### config.mk
export PLATFORM = sky130hd
export DESIGN_NAME = count_capture_fifo
export DESIGN_NICKNAME = d
export VERILOG_FILES = /design/src/rtl/count_capture_pkg.sv /design/src/rtl/sync_fifo.sv /design/src/rtl/count_capture_fifo.sv
export SDC_FILE = /design/constraint.sdc
export NUM_CORES = 1
export LEC_CHECK = 0
export CORE_MARGIN = 2
export CORE_UTILIZATION = 57
export CTS_BUF_LIST = sky130_fd_sc_hd__clkbuf_8
export DETAILED_ROUTE_END_ITERATION = 16
export HOLD_SLACK_MARGIN = 0.08
export PLACE_DENSITY = 0.79
export RECOVER_POWER = 50
export REMOVE_ABC_BUFFERS = 1
export SKIP_CTS_REPAIR_TIMING = 1
export SLEW_MARGIN = 5
export SYNTH_ARGS = -nofsm -noshare
export SYNTH_HDL_FRONTEND = slang
export SYNTH_SLANG_ARGS = --single-unit
### constraint.sdc
create_clock -name clock -period 2.9 [get_ports clock]
set_clock_uncertainty 0.2 [all_clocks]
set_input_delay 0.58 -clock clock [delete_from_list [all_inputs] [get_ports clock]]
set_output_delay 0.58 -clock clock [all_outputs]
set_load 0.01 [all_outputs]
### src/rtl/count_capture_pkg.sv
// Shared types for the count capture FIFO: the queued entry layout and its width.
package count_capture_pkg;

  localparam int COUNT_W = 8;
  localparam int ENTRY_W = COUNT_W + 1;

  typedef struct packed {
    logic               wrap;
    logic [COUNT_W-1:0] count;
  } entry_t;

endpackage

### src/rtl/sync_fifo.sv
// First-word fall-through FIFO with occupancy count and a push-accept flag.
// A push into a full FIFO is accepted when the same edge also pops.
module sync_fifo #(
  parameter int W     = 9,
  parameter int DEPTH = 4
) (
  input  logic                       clock,
  input  logic                       reset,
  input  logic                       push,
  input  logic [W-1:0]               push_data,
  input  logic                       pop_ready,
  output logic [W-1:0]               out_data,
  output logic                       out_valid,
  output logic [$clog2(DEPTH+1)-1:0] fill,
  output logic                       push_ok
);

  localparam int AW = $clog2(DEPTH);
  localparam int FW = $clog2(DEPTH + 1);

  logic [W-1:0]  mem_q [DEPTH];
  logic [AW-1:0] wr_ptr_q, wr_ptr_d;
  logic [AW-1:0] rd_ptr_q, rd_ptr_d;
  logic [FW-1:0] fill_q, fill_d;
  logic          pop;

  always_comb begin
    out_valid = (fill_q != '0);
    pop       = out_valid && pop_ready;
    push_ok   = push && ((fill_q != FW'(DEPTH)) || pop);
    out_data  = out_valid ? mem_q[rd_ptr_q] : '0;
    fill      = fill_q;
    wr_ptr_d  = push_ok ? wr_ptr_q + AW'(1) : wr_ptr_q;
    rd_ptr_d  = pop ? rd_ptr_q + AW'(1) : rd_ptr_q;
    fill_d    = fill_q;
    case ({push_ok, pop})
      2'b10:   fill_d = fill_q + FW'(1);
      2'b01:   fill_d = fill_q - FW'(1);
      default: fill_d = fill_q;
    endcase
  end

  always_ff @(posedge clock) begin
    if (!reset) begin
      wr_ptr_q <= '0;
      rd_ptr_q <= '0;
      fill_q   <= '0;
    end else begin
      wr_ptr_q <= wr_ptr_d;
      rd_ptr_q <= rd_ptr_d;
      fill_q   <= fill_d;
    end
  end

  // Storage is not reset; out_data is masked to zero while empty.
  always_ff @(posedge clock) begin
    if (reset && push_ok) mem_q[wr_ptr_q] <= push_data;
  end

endmodule

### src/rtl/count_capture_fifo.sv
// Snapshots an up-counter on capture strobes, tagging each snapshot with whether
// the counter wrapped since the last accepted one, and queues it for a consumer.
module count_capture_fifo
  import count_capture_pkg::*;
#(
  parameter int WIDTH = 8,
  parameter int DEPTH = 4
) (
  input  logic                       clock,
  input  logic                       reset,
  input  logic                       enable,
  input  logic [WIDTH-1:0]           count_in,
  input  logic                       capture,
  output logic [WIDTH:0]             out_data,
  output logic                       out_valid,
  input  logic                       out_ready,
  output logic [$clog2(DEPTH+1)-1:0] fill,
  output logic                       overflow
);

  logic [WIDTH-1:0] prev_count_q;
  logic             wrap_pending_q, wrap_pending_d;
  logic             overflow_q, overflow_d;
  logic             wrap_now;
  logic             push_ok;
  logic [WIDTH:0]   push_data;

  always_comb begin
    wrap_now  = enable && (prev_count_q == '1) && (count_in == '0);
    push_data = {wrap_pending_q | wrap_now, count_in};
    // A dropped capture keeps the pending wrap so the next accepted entry carries it.
    wrap_pending_d = wrap_pending_q;
    if (capture && push_ok) wrap_pending_d = 1'b0;
    else if (wrap_now)      wrap_pending_d = 1'b1;
    overflow_d = overflow_q | (capture & ~push_ok);
    overflow   = overflow_q;
  end

  always_ff @(posedge clock) begin
    if (!reset) begin
      prev_count_q   <= '0;
      wrap_pending_q <= 1'b0;
      overflow_q     <= 1'b0;
    end else begin
      prev_count_q   <= count_in;
      wrap_pending_q <= wrap_pending_d;
      overflow_q     <= overflow_d;
    end
  end

  sync_fifo #(
    .W     (WIDTH + 1),
    .DEPTH (DEPTH)
  ) u_fifo (
    .clock     (clock),
    .reset     (reset),
    .push      (capture),
    .push_data (push_data),
    .pop_ready (out_ready),
    .out_data  (out_data),
    .out_valid (out_valid),
    .fill      (fill),
    .push_ok   (push_ok)
  );

endmodule

# --- After elaboration in Yosys (flattened, before gate mapping) ---
# Memory sizes are Yosys's and may differ from the RTL's. A register that Yosys moved wholly into a read port is not among the register bits.
# Cells that the tools add are included.
op_classes:
  addsub: 4
  n_eq_ne: 4
  reduce_logical: 11
  mux: 6
  n_bitwise: 5
op_table:
  columns: ["op", "count"]
  rows:
  - ["$mux 9", 1]
  - ["$eq 8x8->1 const B", 1]
  - ["$logic_not 8->1", 1]
  - ["$logic_and 1x1->1", 6]
  - ["$pmux 3 s2", 1]
  - ["$add 2x1->2 const B", 2]
  - ["$mux 2", 2]
  - ["$add 3x1->3 const B", 1]
  - ["$ne 3x3->1 const B", 1]
  - ["$reduce_bool 3->1", 1]
  - ["$sub 3x1->3 const B", 1]
  - ["$eq 2x1->1 const B", 1]
  - ["$eq 2x2->1 const B", 1]
  - ["$mux 1", 2]
  - ["$not 1->1", 2]
  - ["$or 1x1->1", 2]
  - ["$reduce_bool 2->1", 1]
  - ["$reduce_or 2->1", 1]
  - ["$and 1x1->1", 1]
  - ["$logic_or 1x1->1", 1]
totals:
  word_cells: 37
  ramBits: 36
  out_inout_bits: 14
  n_memories: 1
  reg_bits: 17
  input_bits: 13
mem_list:
  columns: ["memory", "words", "word_bits", "rd", "rd_clocked_by_memory_dff", "write_ports", "line_no", "rtl"]
  rows:
  - ["u_fifo.mem_q", 4, 9, 1, 1, 1, "sync_fifo.sv:21", "logic [W-1:0] mem_q [DEPTH];"]

# --- Logic depth before layout (Yosys ltp) ---
# Gate-level depths: netlist (run 1).
logic_depth:
  word_depth: 7
  ltp_mapped: 9
  depth_no_buf: 9

# --- Modules after synthesis ---
# Synthesis (run 1) repeated with hierarchy kept, for this count alone.
hier_totals:
  hier_cells: 152
  area_unflattened_um2: 2260.9
by_module_without_submodules:
  columns: ["mod", "cells_each", "n_inst", "area_per_inst_um2", "seq_area_each_um2"]
  rows:
  - ["sync_fifo", 121, 1, 1918.1, 1261.2]
  - ["count_capture_fifo", 31, 1, 342.8, 200.2]

# --- Least setup slack after synthesis (run 1) ---
# Ideal clock, no wire load.
synth_path:
  path_kind: "input-to-reg"
  start: "in out_ready"
  end: "reg u_fifo.fill_q[2] (netlist: u_fifo.fill[2])"
  path_buffers: 0
  setup_ns: 0.072
  cell_stages: 9
  arrival_time_ns: 2.372
  slack_ns: 0.256
  t_required_ns: 2.628
  path_cell_list: "nor4b_1 -> nor2_1 -> inv_1 -> ha_1 -> inv_1 -> fa_1 -> xor2_1 -> or3_1 -> a21oi_1"
synth_via:
  elab_chain_cells: 5
  word_cells_on_any_way: 7
  cone_classes: "eq/ne (2); mux (1); reduce/logical (4)"
synth_rtl:
  columns: ["item", "line_no", "rtl"]
  rows:
  - ["start: declaration", "count_capture_fifo.sv:16", "input logic out_ready,"]
  - ["$logic_and 1x1->1 (*)", "sync_fifo.sv:29", "pop = out_valid && pop_ready;"]
  - ["$logic_or 1x1->1", "sync_fifo.sv:30", "push_ok = push && ((fill_q != FW'(DEPTH)) || pop);"]
  - ["$logic_and 1x1->1", "sync_fifo.sv:30", null]
  - ["$eq 2x1->1 or $eq 2x2->1 (tied branches)", "sync_fifo.sv:36", "case ({push_ok, pop})"]
  - ["$pmux 3 s2 or $reduce_bool 2->1 (tied branches)", null, null]
  - ["end signal: assignment", "sync_fifo.sv:51", "fill_q <= fill_d;"]
  - ["end: declaration", "sync_fifo.sv:24", "logic [FW-1:0] fill_q, fill_d;"]
# Every way passes the cells marked *; elsewhere a longest branch is shown, timed or not.
# A chain may end at the register's enable or synchronous reset.

==> results by group, run 1 <==
Status
  – Outcome: finished, final reports clean

Critical path
  – Data required time of the worst path: 2.12 ns
  – Cell family with most CP delay: buffers and inverters
  – Crit-path max FO: 9
  – Worst setup SP type: register
  – WP data arrival: ~2.0 ns
  – Crit end category: primary output
  – Cell Chain, Critical Path: buf_4, mux4_2, nor2b_1, clkdlybuf4s50_1
  – CP bufs+invs: 2
  – Crit-path slowest cell: mux4_2
  – Setup CP Type: register to primary output
  – Delay of the slowest critical-path stage: 0.53 ns

Finish
  – Ant. Diodes: 0
  – Most common cell after layout, fill and taps aside: edfxtp_1
  – Multi-input combinational cell area: 662 sq um
  – FF/Latch Area: 1460 sq um
  – Most frequent cells in the layout: edfxtp_1, dfxtp_1, clkdlybuf4s50_1, dlygate4sd3_1
  – Fill count: approximately 240
  – Share of post-route cells with drive strength above 1: between 10% and 20%
  – Synthesis-to-finish area growth: 20.6%
  – Final #Nets: 201
  – Final core utilization: between 70 and 80%

Power
  – Peak supply drop: between 0.5 and 0.6 mV
  – P_leak: about 0.0009 uW
  – Final Power: 1950 uW
  – Power Dens Cells: 743 nW/um^2

Place
  – GPL Wtd Cong: 0.756
  – IO buf count: 26
  – Hpwl dp: 2.59 mm

Hold path
  – Hold Crit Class: register to register

Detailed routing
  – DR vias: between 1000 and 1500
  – 1st-iter DRT viols: 55
  – DRC: 0
  – 1st-pass router iterations: 4
  – Wirelength per Cell: approximately 16 microns
  – Total Wirelength: between 3 and 4 mm
  – Post-detailed-route via-to-cell ratio: between 5 and 6
  – Post-DRT Antenna Nets: 0

Yosys
  – Post-Syn Instances: 143
  – Area share of the largest cell type after synthesis: just under 50%
  – Synth warn: 0
  – Count of different cell masters after synthesis: 30
  – Sequential area share after synthesis: 67.2%
  – EDFF count, synth: 36
  – Asr flop ratio synth: 0%
  – Mapped cell area: between 2000 and 2500 sq um
  – #FFs+latches synth: 55
  – Synth top area cells: edfxtp_1, dfxtp_1, mux4_2
  – Post-synth top area cell: edfxtp_1
  – Ys flop type: edfxtp_1
  – Syn avg cell area: 15.2 sq um

Global routing
  – GRT Total Usage: 19.4%
  – Vias in the first global route: 1351
  – Initial antenna violation count: 0
  – Largest net degree at the start of global routing: 17
  – First-pass GRT wire length: about 6 mm
  – Grt total ovfl: 0

STA
  – Minimum clock period: 2.75 ns
  – Final setup viols: 0
  – Worst-margin pin slew: 0.488 ns
  – Hold Vio Cnt, Final: 0
  – Slew Limit Fails: 0
  – Fmax: 364 MHz
  – RSZ-0062 raised after global routing: no
  – Relative slew slack: 67.5%
  – Final period utilization: 94.8%

CTS
  – Root buffer cell: clkbuf_8
  – Clock Latency Late Sink: roughly 0.3 ns
  – H-tree depth: 2
  – Cts bufs inserted: 5
  – Clock slew at reported path FFs: 0.09 ns
  – CTS tree: done
  – # clock sinks: 55
  – Clock buffer depth: 2

Floorplan
  – Die W: 65.8 microns
  – Die Ht: 65.8 microns
  – Initial Utilization: 59.4%
  – Core Area: 3660 sq um
  – Die area: 4320 sq um
  – Num rows: 22
  – # IOs: 27

Job
  – Max cap viols: 0
layout make-up:
class | count | area share (%)
clock inverter | 3 | 0.573
inverter | 10 | 1.43
timing repair buffer | 35 | 12.1
multi-input combinational | 75 | 25.3
tap | 48 | 2.29
clock buffer | 5 | 2.63
sequential | 55 | 55.8
cell families (layout without fill, tap and decap cells):
kind of cell               count (synthesis)  after routing  synth area share (%)
DFF                                       55             55                  67.2
AOI/OAI and AO/OA                         13             13                  3.91
and+or+nand+nor                           43             43                  11.8
adders and majority gates                  6              6                  3.80
buffers and inverters                     13             53                  2.30
xor gates and xnor gates                   4              4                  1.61
muxes                                      9              9                  9.33
worst register-to-register path, cell delays in order, from the launching register on:
cell,delay (ns)
dfxtp_1,0.46
nor4b_1,0.34
nor2_1,0.12
inv_1,0.08
ha_1,0.16
inv_1,0.05
fa_1,0.37
xor2_1,0.16
or3_1,0.32
a21oi_1,0.15
synth_stat cells (4+ instances only):
| library cell | instances |
|---|---|
| and3_1 | 4 |
| mux4_2 | 9 |
| ha_1 | 5 |
| xor2_1 | 4 |
| and2_1 | 8 |
| dfxtp_1 | 19 |
| edfxtp_1 | 36 |
| nor2b_1 | 9 |
| a21oi_1 | 5 |
| inv_1 | 9 |
| nor2_1 | 8 |
state kept, by name, indices dropped and copies added, names as in the netlist, named ones only:
name / flops
u_fifo.fill: 3
u_fifo.mem_q: 36
prev_count_q: 8
overflow: 1
u_fifo.wr_ptr_q: 2
wrap_pending_q: 1
u_fifo.rd_ptr_q: 2
through the flow:
stage	std cells	setup TNS (ns)	worst slack [ns]	area, sq um	hold WS, ns
after detailed placement	223	-0.111	-0.111	2550	0.260
after global placement	223	-0.00347	-0.00347	2550	0.256
after floorplan	140	0	0.256	2160	0.257
after global routing	231	0	0.0106	2620	0.328
final	231	0	0.152	2620	0.274
after CTS	231	0	0.123	2630	0.285
where the power goes:
part | switching (uW) | total [uW] | leakage [uW] | internal (uW)
clock | 222 | 386 | 0.0000392 | 164
sequential | 52.1 | 944 | 0.000482 | 891
combinational | 272 | 617 | 0.000392 | 345
worst paths after layout:
path | startpoint | end | slack, ns | cells past startpoint
max | register | out_data[8] | 0.15 | 4
min reg2reg | overflow$_SDFF_PN0_ | overflow$_SDFF_PN0_ | 0.27 | 2
min | overflow$_SDFF_PN0_ | overflow$_SDFF_PN0_ | 0.27 | 2
max reg2reg | u_fifo.fill[2]$_SDFFE_PN0P_ | u_fifo.fill[2]$_SDFFE_PN0P_ | 0.44 | 9
routing by layer:
layer | GRT usage [%] | vias to the layer above | routed length [microns]
li1 | - | 604 | -
met1 | 24.4 | 638 | 1630
met2 | 32.4 | 31 | 1820
met3 | 3.08 | 6 | 152
met4 | 9.90 | 0 | 44
met5 | 0 | - | 0
(Power assumes the default switching activity.)
==> run 2, diff against run 1 <==
--- a/config.mk
+++ b/config.mk
@@ -5,6 +5,7 @@
 export SDC_FILE = /design/constraint.sdc
 export NUM_CORES = 1
 export LEC_CHECK = 0
+export CAP_MARGIN = 30
 export CORE_MARGIN = 2
 export CORE_UTILIZATION = 57
 export CTS_BUF_LIST = sky130_fd_sc_hd__clkbuf_8
==> results of run 2 <==
No change in the layout: final DEF, timing and power equal those of run 1.
==> run 3, diff against run 2 <==
--- a/config.mk
+++ b/config.mk
@@ -7,14 +7,16 @@
 export LEC_CHECK = 0
 export CAP_MARGIN = 30
 export CORE_MARGIN = 2
-export CORE_UTILIZATION = 57
+export CORE_UTILIZATION = 65
 export CTS_BUF_LIST = sky130_fd_sc_hd__clkbuf_8
 export DETAILED_ROUTE_END_ITERATION = 16
+export DONT_BUFFER_PORTS = 1
 export HOLD_SLACK_MARGIN = 0.08
-export PLACE_DENSITY = 0.79
+export PLACE_DENSITY = 0.78
 export RECOVER_POWER = 50
 export REMOVE_ABC_BUFFERS = 1
 export SKIP_CTS_REPAIR_TIMING = 1
+export SKIP_LAST_GASP = 1
 export SLEW_MARGIN = 5
 export SYNTH_ARGS = -nofsm -noshare
 export SYNTH_HDL_FRONTEND = slang
==> run 3 against run 2 <==
Net effect:
- cell count decreased by 16%
- non-clock buffer count decreased by 32
- combinational power decreased by 35%
- sequential power increased by 2.1%
- routed wire length decreased by 7.0%
- largest power group unchanged
- sequential share of layout area increased by 7.0 points
- die area decreased by 12%
- maximum frequency increased by 4.5%
- critical path type is now register to register
- largest cell class unchanged
- register-to-register slack got worse by 0.17 ns
==> results by group, run 3 (synthesis gave the netlist of run 1 again) <==
CTS
  – # clock sinks: 55 (unchanged)
  – Clock Latency Late Sink: 0.29 ns (about the same)
  – Root buffer cell: clkbuf_8
  – CTS tree: done
  – Clock buffer depth: 2 (unchanged)
  – Clock slew at reported path FFs: 0.09 ns (about the same)
  – Cts bufs inserted: 5 (unchanged)
  – H-tree depth: 2 (unchanged)

Power
  – P_leak: 0.000791 uW (-13%)
  – Final Power: 1780 uW (-8.8%)
  – Peak supply drop: 0.634 mV (+9.4%)
  – Power Dens Cells: 762 nW/um^2 (+2.7%)

Detailed routing
  – Total Wirelength: 3.39 mm (-7.0%)
  – DR vias: 1110 (-13%)
  – DRC: 0 (unchanged)
  – Post-detailed-route via-to-cell ratio: 5.69 (+2.8%)
  – Wirelength per Cell: 17.4 microns (+10%)
  – 1st-pass router iterations: 4 (unchanged)
  – Post-DRT Antenna Nets: 0 (unchanged)
  – 1st-iter DRT viols: 50 (-9.1%)

STA
  – Fmax: 380 MHz (+4.5%)
  – Final period utilization: 90.7% (-4.1 points)
  – RSZ-0062 raised after global routing: no
  – Final TNS setup: 0 ns (unchanged)
  – Hold Vio Cnt, Final: 0 (unchanged)
  – Worst-margin pin slew: 0.508 ns (+0.0206 ns)
  – Slew Limit Fails: 0 (unchanged)
  – Relative slew slack: 66.1% (-1.4 points)
  – Minimum clock period: 2.63 ns (-0.118 ns)
  – Final setup viols: 0 (unchanged)

Critical path
  – Crit end category: register
  – Setup CP Type: register to register
  – Worst setup SP type: register
  – WP data arrival: 2.65 ns (+0.68 ns)
  – Crit-path max FO: 8 (-1)
  – Data required time of the worst path: 2.93 ns (+0.81 ns)

Job
  – Max cap viols: 0 (unchanged)

Finish
  – Max FFs per register: 36 (unchanged)
  – Post-route design area: 2330 sq um (-11%)
  – Final #Nets: 169 (-16%)
  – Synthesis-to-finish area growth: 7.14%
  – Most frequent cells in the layout: edfxtp_1, dfxtp_1, inv_1, mux4_2, nor2b_1
  – Fill count: 207 (-15%)
  – Largest Register: u_fifo.mem_q
  – Share of post-route cells with drive strength above 1: 13.2% (+0.68 points)
  – Final core utilization: 74.4% (+2.8 points)
  – Ant. Diodes: 0 (unchanged)
  – Most common cell after layout, fill and taps aside: edfxtp_1

Place
  – GPL Wtd Cong: 0.803 (+6.3%)
  – IO buf count: 0 (-100%)
  – Post-DP Area: 2240 sq um (-12%)
  – Hpwl dp: 2.41 mm (-7.1%)

Hold path
  – Hold Crit Class: input pin to register

Global routing
  – Largest net degree at the start of global routing: 17 (unchanged)
  – Initial antenna violation count: 0 (unchanged)
  – Vias in the first global route: 1140 (-16%)
  – Grt total ovfl: 0 (unchanged)
  – GRT Total Usage: 20.1% (+0.68 points)
  – First-pass GRT wire length: 5.20 mm (-15%)

Floorplan
  – Die area: 3820 sq um (-12%)
  – Core Area: 3130 sq um (-15%)
  – Die Ht: 61.8 microns (-6.0%)
  – Initial Utilization: 69.5% (+10 points)
  – Die W: 61.8 microns (-6.0%)
  – # IOs: 27 (unchanged)
  – Num rows: 20 (-9.1%)

Status
  – Outcome: finished, final reports clean
-- run 3: final timing paths --
check / startpoint / endpoint / slack (ns) / cells after the start
worst max-delay path: u_fifo.fill[2]$_SDFFE_PN0P_ / u_fifo.fill[2]$_SDFFE_PN0P_ / 0.27 / 9
worst min register to register: wrap_pending_q$_SDFFE_PP0P_ / wrap_pending_q$_SDFFE_PP0P_ / 0.30 / 2
worst min-delay path: count_in[0] / u_fifo.mem_q[1][0]$_DFFE_PP_ / 0.18 / 0
worst max register to register: u_fifo.fill[2]$_SDFFE_PN0P_ / u_fifo.fill[2]$_SDFFE_PN0P_ / 0.27 / 9
-- run 3: critical path, stage by stage, from the launching register on --
cell and delay (ns):
dfxtp_1 0.49, nor4b_1 0.38, nor2_1 0.17, inv_1 0.09, ha_1 0.18, inv_1 0.06
fa_1 0.37, xor2_1 0.16, or3_1 0.31, a21oi_1 0.15
-- run 3: area by class of cell --
cell class | count | area, sq um | share of cell area [%]
repair buffers | 3 | 22.5 | 0.967
clock buffers | 6 | 82.6 | 3.55
multi-input cells | 75 | 658 | 28.3
flip-flops and latches | 55 | 1460 | 62.8
well taps | 44 | 55.1 | 2.36
inverters | 10 | 37.5 | 1.61
clock inverters | 2 | 11.3 | 0.484
-- run 3: routing by layer --
metal	vias up	GRT usage, %	share of wire, %	wire (microns)
li1	538	-	-	-
met1	546	24.4	41	1410
met5	-	0	0	0
met3	4	6.00	4.7	158
met2	22	35.0	53	1800
met4	0	5.47	0.83	28
-- run 3: through the flow --
stage          hold slack [ns]  worst slack (ns)  instances
2_1_floorplan            0.257             0.256        140
3_3_place_gp             0.272             0.297        187
3_5_place_dp             0.279             0.190        187
4_1_cts                  0.169             0.247        195
5_1_grt                  0.158            0.0687        195
6_report                 0.175             0.270        195
-- run 3: report_power, final --
| part | total (uW) | internal (uW) | switching, uW |
|---|---|---|---|
| Combinational | 401 | 181 | 220 |
| Sequential | 964 | 892 | 72.2 |
| Clock | 410 | 191 | 220 |
